`src/rtl/ddr_package.sv`:
```
// ---------------------------------------------------------------------------
// ddr_package
// Shared definitions for the DDR power-up / initialisation sequencer:
//   - ddr_state_e : sequencer state encoding
//   - clamp_min1  : raises a timing parameter to at least one cycle
//   - max_int     : larger of two integers (used to size the counters)
// ---------------------------------------------------------------------------
package ddr_package;

  typedef enum logic [2:0] {
    ST_IDLE     = 3'd0,
    ST_RST_LOW  = 3'd1,
    ST_CKE_WAIT = 3'd2,
    ST_CKE_RAMP = 3'd3,
    ST_XPR_WAIT = 3'd4,
    ST_DONE     = 3'd5
  } ddr_state_e;

  // A phase must last at least one cycle, so smaller requests are raised to 1.
  function automatic int clamp_min1(input int value);
    if (value < 32'sd1) begin
      return 32'sd1;
    end else begin
      return value;
    end
  endfunction

  function automatic int max_int(input int a, input int b);
    if (a > b) begin
      return a;
    end else begin
      return b;
    end
  endfunction

endpackage

```
`src/rtl/ddr_init_sequencer_if.sv`:
```
// ---------------------------------------------------------------------------
// ddr_init_sequencer_if
// Control/status bundle of the DDR init sequencer.
//   start      : single-cycle re-init request        (controller -> sequencer)
//   clk_stable : DRAM clock is stable                 (controller -> sequencer)
//   reset_n    : DRAM reset, active-low               (sequencer -> DRAM)
//   cke        : per-rank clock enable                (sequencer -> DRAM)
//   busy       : sequence in progress                 (sequencer -> controller)
//   init_done  : initialisation complete              (sequencer -> controller)
//   timeout    : sticky watchdog flag                 (sequencer -> controller)
// Modports: master = controller side, slave = sequencer side.
// ---------------------------------------------------------------------------
interface ddr_init_sequencer_if #(
  parameter int NUM_RANKS = 2
);
  logic                 start;
  logic                 clk_stable;
  logic                 reset_n;
  logic [NUM_RANKS-1:0] cke;
  logic                 busy;
  logic                 init_done;
  logic                 timeout;

  modport master (
    output start, clk_stable,
    input  reset_n, cke, busy, init_done, timeout
  );

  modport slave (
    input  start, clk_stable,
    output reset_n, cke, busy, init_done, timeout
  );
endinterface

```
`src/rtl/ddr_init_timer.sv`:
```
// ---------------------------------------------------------------------------
// ddr_init_timer
// Loadable saturating down-counter.
//   clock, reset : rising-edge clock, asynchronous active-high reset
//   load         : load load_value (has priority over enable)
//   load_value   : value loaded into the counter
//   enable       : decrement by one, stopping at zero
//   expired      : counter is zero
// Loading N-1 makes expired true in the N-th enabled cycle after the load.
// ---------------------------------------------------------------------------
module ddr_init_timer #(
  parameter int WIDTH = 8
) (
  input  logic             clock,
  input  logic             reset,
  input  logic             load,
  input  logic [WIDTH-1:0] load_value,
  input  logic             enable,
  output logic             expired
);

  logic [WIDTH-1:0] count_r;

  // Counter register: load, else saturating decrement.
  always_ff @(posedge clock or posedge reset) begin
    if (reset) begin
      count_r <= {WIDTH{1'b0}};
    end else if (load) begin
      count_r <= load_value;
    end else if (enable && (count_r != {WIDTH{1'b0}})) begin
      count_r <= count_r - {{(WIDTH-1){1'b0}}, 1'b1};
    end else begin
      count_r <= count_r;
    end
  end

  assign expired = (count_r == {WIDTH{1'b0}});

endmodule

```
`src/rtl/ddr_init_sequencer.sv`:
```
// ---------------------------------------------------------------------------
// ddr_init_sequencer
// DRAM power-up sequencer: holds reset_n low, releases it, raises CKE rank by
// rank, waits tXPR and reports init_done. A watchdog aborts to IDLE with a
// sticky timeout flag if the sequence stalls.
//   clock : rising-edge clock
//   reset : asynchronous active-high reset
//   bus   : control/status bundle (slave side), see ddr_init_sequencer_if
// All outputs are registered and computed from the next state, so they
// change on the same edge as the state and clear asynchronously on reset.
// ---------------------------------------------------------------------------
module ddr_init_sequencer
  import ddr_package::*;
#(
  parameter int NUM_RANKS  = 2,
  parameter int T_RESET    = 20,
  parameter int T_CKE      = 50,
  parameter int T_STAGGER  = 0,
  parameter int T_XPR      = 30,
  parameter int TIMEOUT    = 1000,
  parameter int AUTO_START = 1
) (
  input logic                 clock,
  input logic                 reset,
  ddr_init_sequencer_if.slave bus
);

  localparam int TR   = clamp_min1(T_RESET);
  localparam int TC   = clamp_min1(T_CKE);
  localparam int TX   = clamp_min1(T_XPR);
  localparam int TO   = clamp_min1(TIMEOUT);
  localparam int SG   = (T_STAGGER < 32'sd0) ? 32'sd0 : T_STAGGER;
  localparam int MAXP = max_int(max_int(max_int(TR, TC), max_int(TX, TO)), SG);
  localparam int CW   = $clog2(MAXP) + 32'sd1;

  localparam logic [CW-1:0] RST_LOAD  = CW'(TR - 32'sd1);
  localparam logic [CW-1:0] CKE_LOAD  = CW'(TC - 32'sd1);
  localparam logic [CW-1:0] STAG_LOAD = CW'(clamp_min1(SG) - 32'sd1);
  // tXPR is measured from the last CKE rise; the ramp's final cycle is its
  // first cycle, so XPR_WAIT itself lasts TX-1 cycles (skipped when TX=1).
  localparam logic [CW-1:0] XPR_LOAD  = CW'((TX >= 32'sd2) ? (TX - 32'sd2) : 32'sd0);
  localparam logic [CW-1:0] WD_LOAD   = CW'(TO - 32'sd1);
  localparam logic [NUM_RANKS-1:0] CKE_FIRST =
    (SG == 32'sd0) ? {NUM_RANKS{1'b1}} : NUM_RANKS'(1'b1);

  ddr_state_e           state_r, state_s;
  logic [NUM_RANKS-1:0] cke_r, cke_s;
  logic                 timeout_r, timeout_s;
  logic                 reset_n_r, busy_r, init_done_r, first_r;
  logic                 phase_load_s, phase_en_s, phase_expired_s;
  logic [CW-1:0]        phase_value_s;
  logic                 wd_load_s, wd_en_s, wd_expired_s;

  ddr_init_timer #(.WIDTH(CW)) phase_timer (
    .clock      (clock),
    .reset      (reset),
    .load       (phase_load_s),
    .load_value (phase_value_s),
    .enable     (phase_en_s),
    .expired    (phase_expired_s)
  );

  ddr_init_timer #(.WIDTH(CW)) watchdog_timer (
    .clock      (clock),
    .reset      (reset),
    .load       (wd_load_s),
    .load_value (WD_LOAD),
    .enable     (wd_en_s),
    .expired    (wd_expired_s)
  );

  // Next-state, timer control and next output values.
  always_comb begin
    state_s       = state_r;
    cke_s         = cke_r;
    timeout_s     = timeout_r;
    phase_load_s  = 1'b0;
    phase_value_s = {CW{1'b0}};
    phase_en_s    = 1'b0;
    wd_load_s     = 1'b0;
    wd_en_s       = 1'b0;
    case (state_r)
      ST_IDLE, ST_DONE: begin
        // Auto-start fires only on the first cycle after reset release.
        if (bus.start || ((state_r == ST_IDLE) && first_r && (AUTO_START != 32'sd0))) begin
          state_s       = ST_RST_LOW;
          cke_s         = {NUM_RANKS{1'b0}};
          timeout_s     = 1'b0;
          phase_load_s  = 1'b1;
          phase_value_s = RST_LOAD;
          wd_load_s     = 1'b1;
        end else begin
          state_s = state_r;
        end
      end
      ST_RST_LOW, ST_CKE_WAIT, ST_CKE_RAMP, ST_XPR_WAIT: begin
        wd_en_s = 1'b1;
        if (wd_expired_s) begin
          state_s   = ST_IDLE;
          cke_s     = {NUM_RANKS{1'b0}};
          timeout_s = 1'b1;
        end else if (state_r == ST_RST_LOW) begin
          // Reset time only accrues while the DRAM clock is stable.
          cke_s      = {NUM_RANKS{1'b0}};
          phase_en_s = bus.clk_stable;
          if (bus.clk_stable && phase_expired_s) begin
            state_s       = ST_CKE_WAIT;
            phase_load_s  = 1'b1;
            phase_value_s = CKE_LOAD;
          end else begin
            state_s = ST_RST_LOW;
          end
        end else if (!bus.clk_stable) begin
          // Losing the clock after reset release restarts the reset phase.
          state_s       = ST_RST_LOW;
          cke_s         = {NUM_RANKS{1'b0}};
          phase_load_s  = 1'b1;
          phase_value_s = RST_LOAD;
        end else begin
          phase_en_s = 1'b1;
          case (state_r)
            ST_CKE_WAIT: begin
              if (phase_expired_s) begin
                state_s       = ST_CKE_RAMP;
                cke_s         = CKE_FIRST;
                phase_load_s  = 1'b1;
                phase_value_s = STAG_LOAD;
              end else begin
                state_s = ST_CKE_WAIT;
              end
            end
            ST_CKE_RAMP: begin
              if (&cke_r) begin
                state_s       = (TX == 32'sd1) ? ST_DONE : ST_XPR_WAIT;
                phase_load_s  = 1'b1;
                phase_value_s = XPR_LOAD;
              end else if (phase_expired_s) begin
                // Next rank rises; earlier ranks stay set.
                cke_s         = cke_r | (cke_r << 1'b1);
                phase_load_s  = 1'b1;
                phase_value_s = STAG_LOAD;
              end else begin
                state_s = ST_CKE_RAMP;
              end
            end
            ST_XPR_WAIT: begin
              if (phase_expired_s) begin
                state_s = ST_DONE;
              end else begin
                state_s = ST_XPR_WAIT;
              end
            end
            default: begin
              state_s = ST_IDLE;
              cke_s   = {NUM_RANKS{1'b0}};
            end
          endcase
        end
      end
      default: begin
        state_s = ST_IDLE;
        cke_s   = {NUM_RANKS{1'b0}};
      end
    endcase
  end

  // State and registered outputs.
  always_ff @(posedge clock or posedge reset) begin
    if (reset) begin
      state_r     <= ST_IDLE;
      cke_r       <= {NUM_RANKS{1'b0}};
      timeout_r   <= 1'b0;
      reset_n_r   <= 1'b0;
      busy_r      <= 1'b0;
      init_done_r <= 1'b0;
      first_r     <= 1'b1;
    end else begin
      state_r     <= state_s;
      cke_r       <= cke_s;
      timeout_r   <= timeout_s;
      reset_n_r   <= (state_s == ST_CKE_WAIT) || (state_s == ST_CKE_RAMP) ||
                     (state_s == ST_XPR_WAIT) || (state_s == ST_DONE);
      busy_r      <= (state_s == ST_RST_LOW) || (state_s == ST_CKE_WAIT) ||
                     (state_s == ST_CKE_RAMP) || (state_s == ST_XPR_WAIT);
      init_done_r <= (state_s == ST_DONE);
      first_r     <= 1'b0;
    end
  end

  assign bus.reset_n   = reset_n_r;
  assign bus.cke       = cke_r;
  assign bus.busy      = busy_r;
  assign bus.init_done = init_done_r;
  assign bus.timeout   = timeout_r;

endmodule

```
`src/flat_wrapper.sv`:
```
// flat-port wrapper written by rule: the top's interface ports become plain ports
module ddr_init_sequencer_flat import ddr_package::*;
#(
  parameter int NUM_RANKS  = 2,
  parameter int T_RESET    = 20,
  parameter int T_CKE      = 50,
  parameter int T_STAGGER  = 0,
  parameter int T_XPR      = 30,
  parameter int TIMEOUT    = 1000,
  parameter int AUTO_START = 1
)
  (clock, reset, bus_start, bus_clk_stable, bus_reset_n, bus_cke, bus_busy, bus_init_done, bus_timeout);
  ddr_init_sequencer_if #(.NUM_RANKS(NUM_RANKS)) bus_i ();
  input logic clock;
  input logic reset;
  input wire logic [$bits(bus_i.start)-1:0] bus_start;
  input wire logic [$bits(bus_i.clk_stable)-1:0] bus_clk_stable;
  output wire logic [$bits(bus_i.reset_n)-1:0] bus_reset_n;
  output wire logic [$bits(bus_i.cke)-1:0] bus_cke;
  output wire logic [$bits(bus_i.busy)-1:0] bus_busy;
  output wire logic [$bits(bus_i.init_done)-1:0] bus_init_done;
  output wire logic [$bits(bus_i.timeout)-1:0] bus_timeout;
  assign bus_i.start = bus_start;
  assign bus_i.clk_stable = bus_clk_stable;
  assign bus_reset_n = bus_i.reset_n;
  assign bus_cke = bus_i.cke;
  assign bus_busy = bus_i.busy;
  assign bus_init_done = bus_i.init_done;
  assign bus_timeout = bus_i.timeout;
  ddr_init_sequencer #(.NUM_RANKS(NUM_RANKS), .T_RESET(T_RESET), .T_CKE(T_CKE), .T_STAGGER(T_STAGGER), .T_XPR(T_XPR), .TIMEOUT(TIMEOUT), .AUTO_START(AUTO_START)) u_core (.clock(clock), .reset(reset), .bus(bus_i));
endmodule
```
`config.mk`:
```
export PLATFORM = sky130hd
export DESIGN_NAME = ddr_init_sequencer_flat
export DESIGN_NICKNAME = d
export VERILOG_FILES = /design/src/rtl/ddr_package.sv /design/src/rtl/ddr_init_sequencer_if.sv /design/src/rtl/ddr_init_timer.sv /design/src/rtl/ddr_init_sequencer.sv /design/src/flat_wrapper.sv
export SDC_FILE = /design/constraint.sdc
export NUM_CORES = 1
export LEC_CHECK = 0
export ABC_CLOCK_PERIOD_IN_PS = 3300
export BUFFER_PORTS_ARGS = -buffer_cell sky130_fd_sc_hd__buf_2
export CORE_AREA = 5 5 83 85
export DETAILED_ROUTE_END_ITERATION = 10
export DIE_AREA = 0 0 88 90
export PLACE_DENSITY = 0.53
export SYNTH_ARGS = -nofsm -noshare
export SYNTH_HDL_FRONTEND = slang
export SYNTH_SLANG_ARGS = --single-unit
```
`constraint.sdc`:
```
create_clock -name clock -period 3.3 [get_ports clock]
set_input_delay 0.495 -clock clock [delete_from_list [all_inputs] [get_ports clock]]
set_output_delay 0.495 -clock clock [all_outputs]
set_load 0.01 [all_outputs]
```
==> flow_metrics.py <==
metrics = {
    "timing": {
        "worst_pin_slew_ns": 0.597,
        "grt_setup_unrepaired": "false",
        "slew_viol_final": 0,
        "tns_ns": 0,
        "final.min_clock_period_ns": 2.23,
        "fmax_mhz": 448,
        "worst_slack_ns": 1.07,
        "relSlewSlack_pct": 60.2,
        "setup_viol": 0,
        "finalHoldViolCount": 0,
        "skew_ns": 0.00952,
        "fin_crit_sh_pct": 67.7,
    },
    "logic_synthesis": {
        "synth_cell_types": 60,
        "synth_nets": 217,
        "synthMuxAreaShare_pct": 0,
        "synth_seq_cells": 32,
        "synthesis.area_mm2": 0.00202,
        "synthAdderAreaFrac_pct": 1.86,
        "yosys_warnings": 0,
        "synth_top_area_share_pct": 38.4,
        "synth_xor_xnor_area_share_pct": 6.99,
        "synth_top_family_by_area": "simple AND/OR/NAND/NOR gates",
        "synth_area_leaders": "dfrtp_1 38%, nor2_1 5.2%, xor2_1 3.9%, a21oi_1 3.5%, nand2_1 3.2%",
        "synth_area_per_cell_um2": 9.63,
        "ys_dominant_reg_cell": "dfrtp_1",
        "async_reset_ff_share_pct": 100,
        "yosysTopAreaCell": "dfrtp_1",
        "synth-seq-area-share_pct": 39.7,
        "synth_edf_count": 0,
        "yosys.area_share.simple_pct": 27.9,
        "synthCells": 210,
        "synth_compound_area_share_pct": 19.2,
    },
    "finish": {
        "area_delta_synth_final_pct": 10.7,
        "multi_input_area_mm2": 0.00113,
        "final_common_cell": "dfrtp_1",
        "seq_area_um2": 802,
        "num_antenna_cells": 0,
        "final_cell_mix": "31 x dfrtp_1, 28 x nor2_1, 17 x nand2_1",
        "num-nets-final": 228,
        "n_fill_cell": 622,
        "final_util_pct": 36.5,
        "stdcell_area_mm2": 0.00224,
        "finalNonFillerCells": 299,
        "final_layout_size_suffix_gt1_share_pct": 19.4,
    },
    "clock_tree": {
        "hold_buffers": 0,
        "root_buffer": "clkbuf_8",
        "cts_tree": "done",
        "post-cts-setup-buffers": 0,
        "cts-htree-levels": 2,
        "post_cts_resized": 0,
        "cts_buffer_depth": 2,
        "clock_latency_ns": 0.28,
        "numClockSinks": 32,
        "numCtsBuffers": 5,
        "clk_pin_slew_worst_paths_ns": 0.07,
    },
    "placement": {
        "hpwl_um": 2930,
        "dp_cells": 291,
        "portBuffers": 9,
        "placed_cell_area_mm2": 0.00213,
        "gp_congestion": 0.785,
        "place_ws_ns": 1.03,
    },
    "setup_path": {
        "path_cells": "inv_1, ha_1, nor4b_1, and3_1, a221oi_2, o311ai_4, and2_4, o21ai_2",
        "critPathTopFamily": "simple AND/OR/NAND/NOR gates",
        "rr_worst_depth": 8,
        "reg2reg_to": "u_core.bus.busy",
        "crit_buf_inv": 1,
        "setup.worst_path.end_class": "flop",
        "slowest_stage": "and3_1",
        "r2r_slack_ns": 1.07,
        "r2r_start": "u_core.phase_timer.count_r[0]",
        "crit_fanout": 8,
        "critPathKind": "flop to flop",
        "required_ns": 3.48,
        "max_stage_delay_ns": 0.47,
        "cp.arrival_ns": 2.41,
        "critPathLaunchType": "flop",
    },
    "grt": {
        "grt.overflow.total": 0,
        "grt_use_met3_pct": 2.38,
        "grtUsageTotal_pct": 11.6,
        "antenna_found_initial": 0,
        "grt_pass1_wl_um": 7360,
        "grt_use_met2_pct": 17.2,
        "met1_usage_pct": 16.4,
        "first_global_vias": 1499,
        "grt.busiest_layer": "met2",
        "grt_max_degree": 33,
    },
    "power_and_ir_drop": {
        "seqPwrFrac_pct": 37.8,
        "p_sw_mw": 0.609,
        "ir_drop_mv": 0.222,
        "leakage_nw": 0.932,
        "clkPwrFrac_pct": 24.1,
        "p_int_mw": 0.950,
        "comb_power_share_pct": 38.1,
        "power_density_mw_per_mm2": 696,
        "swShare_pct": 39.1,
    },
    "route": {
        "drt_iter0_drc": 75,
        "wl_per_cell_um": 13.7,
        "drt-total-wl_um": 4100,
        "dr_total_vias": 1524,
        "drt-pass1-iter-count": 4,
        "viasPerCell": 5.10,
        "ant_nets": 0,
        "drc": 0,
    },
    "die": {
        "die_w_um": 88,
        "die-area_mm2": 0.00792,
        "io_pins": 10,
        "coreArea_mm2": 0.00613,
        "die_h_um": 90,
        "num_rows": 29,
        "initial_core_util_pct": 33.0,
    },
    "run": {
        "cap_violations": 0,
    },
    "min_path": {
        "hp-class": "input port to async pin",
    },
    "status": {
        "outcome": "complete, no violations",
    },
}
-- synth_stat cells (2+ instances only) --
cell type	number
o21ai_2	2
nand2b_1	5
nand2_1	17
inv_1	11
and2_4	2
o21ai_1	3
or3_1	2
buf_6	2
buf_2	2
ha_1	3
nor2_2	2
xor2_1	9
nor2_1	28
nor3_1	7
o21ai_0	7
xnor2_1	4
and3_1	5
nand4_1	3
o22a_1	2
a311oi_1	2
nand3_1	8
dfrtp_1	31
a31oi_1	2
a21oi_1	14
nor2b_1	2
-- metrics by stage --
| stage | hold WS (ns) | power [mW] |
|---|---|---|
| 5_1_grt | 0.324 | 1.69 |
| 6_report | 0.286 | 1.56 |
| 3_3_place_gp | 0.510 | 1.19 |
| 2_1_floorplan | 0.499 | 1.07 |
| 3_5_place_dp | 0.515 | 1.20 |
| 4_1_cts | 0.297 | 1.58 |
-- kinds of logic after synthesis --
logic type | count (synthesis)
AOI/OAI and AO/OA | 48
xor gates and xnor gates | 14
adders and majority gates | 3
buffers and inverters | 17
DFF | 32
other | 1
and+or+nand+nor | 95
-- state kept, by name, indices dropped and copies added (netlist names) --
register	flops
u_core.bus.busy	1
u_core.state_r	3
u_core.bus.reset_n	1
u_core.phase_timer.count_r	11
u_core.bus.cke	2
u_core.bus.init_done	1
u_core.bus.timeout	1
u_core.watchdog_timer.count_r	11
u_core.first_r	1
-- layout make-up --
| class | count | area share [%] |
|---|---|---|
| Multi-Input combinational cell | 161 | 50.7 |
| Sequential cell | 32 | 35.8 |
| Tap cell | 77 | 4.30 |
| Clock buffer | 5 | 3.07 |
| Timing Repair Buffer | 10 | 2.35 |
| Clock inverter | 3 | 1.90 |
| Inverter | 11 | 1.84 |
-- metal layers --
layer,routed length (um),vias to the layer above,part of all wire [%]
met2,1900,28,46
met1,1970,722,48
met5,0,-,0
li1,-,768,-
met3,171,6,4.2
met4,60,0,1.5
-- worst min-delay path: cells and delay by family --
kind | cells | cell delay [ns]
buffers and inverters | 3 | 0.49
-- power by group through the flow --
stage | clock, mW | sequential, mW | combinational (mW)
2_1_floorplan | 0 | 0.569 | 0.503
3_3_place_gp | 0 | 0.595 | 0.597
3_5_place_dp | 0 | 0.594 | 0.601
4_1_cts | 0.389 | 0.588 | 0.602
5_1_grt | 0.407 | 0.606 | 0.681
6_report | 0.375 | 0.589 | 0.594
-- how the worst max path moves through the flow --
stage | from | endpoint | slack, ns | cells past startpoint
2_1_floorplan | u_core.phase_timer.count_r[0] | u_core.phase_timer.count_r[0] | 1.39 | 9
3_5_place_dp | u_core.phase_timer.count_r[0] | u_core.bus.busy | 1.03 | 8
5_1_grt | u_core.phase_timer.count_r[0] | u_core.phase_timer.count_r[2] | 0.87 | 8
3_3_place_gp | u_core.phase_timer.count_r[0] | u_core.bus.busy | 1.11 | 8
6_report | u_core.phase_timer.count_r[0] | u_core.bus.busy | 1.07 | 8
4_1_cts | u_core.phase_timer.count_r[0] | u_core.phase_timer.count_r[0] | 1.05 | 8
Note: power is estimated with default switching activity, not from simulation.
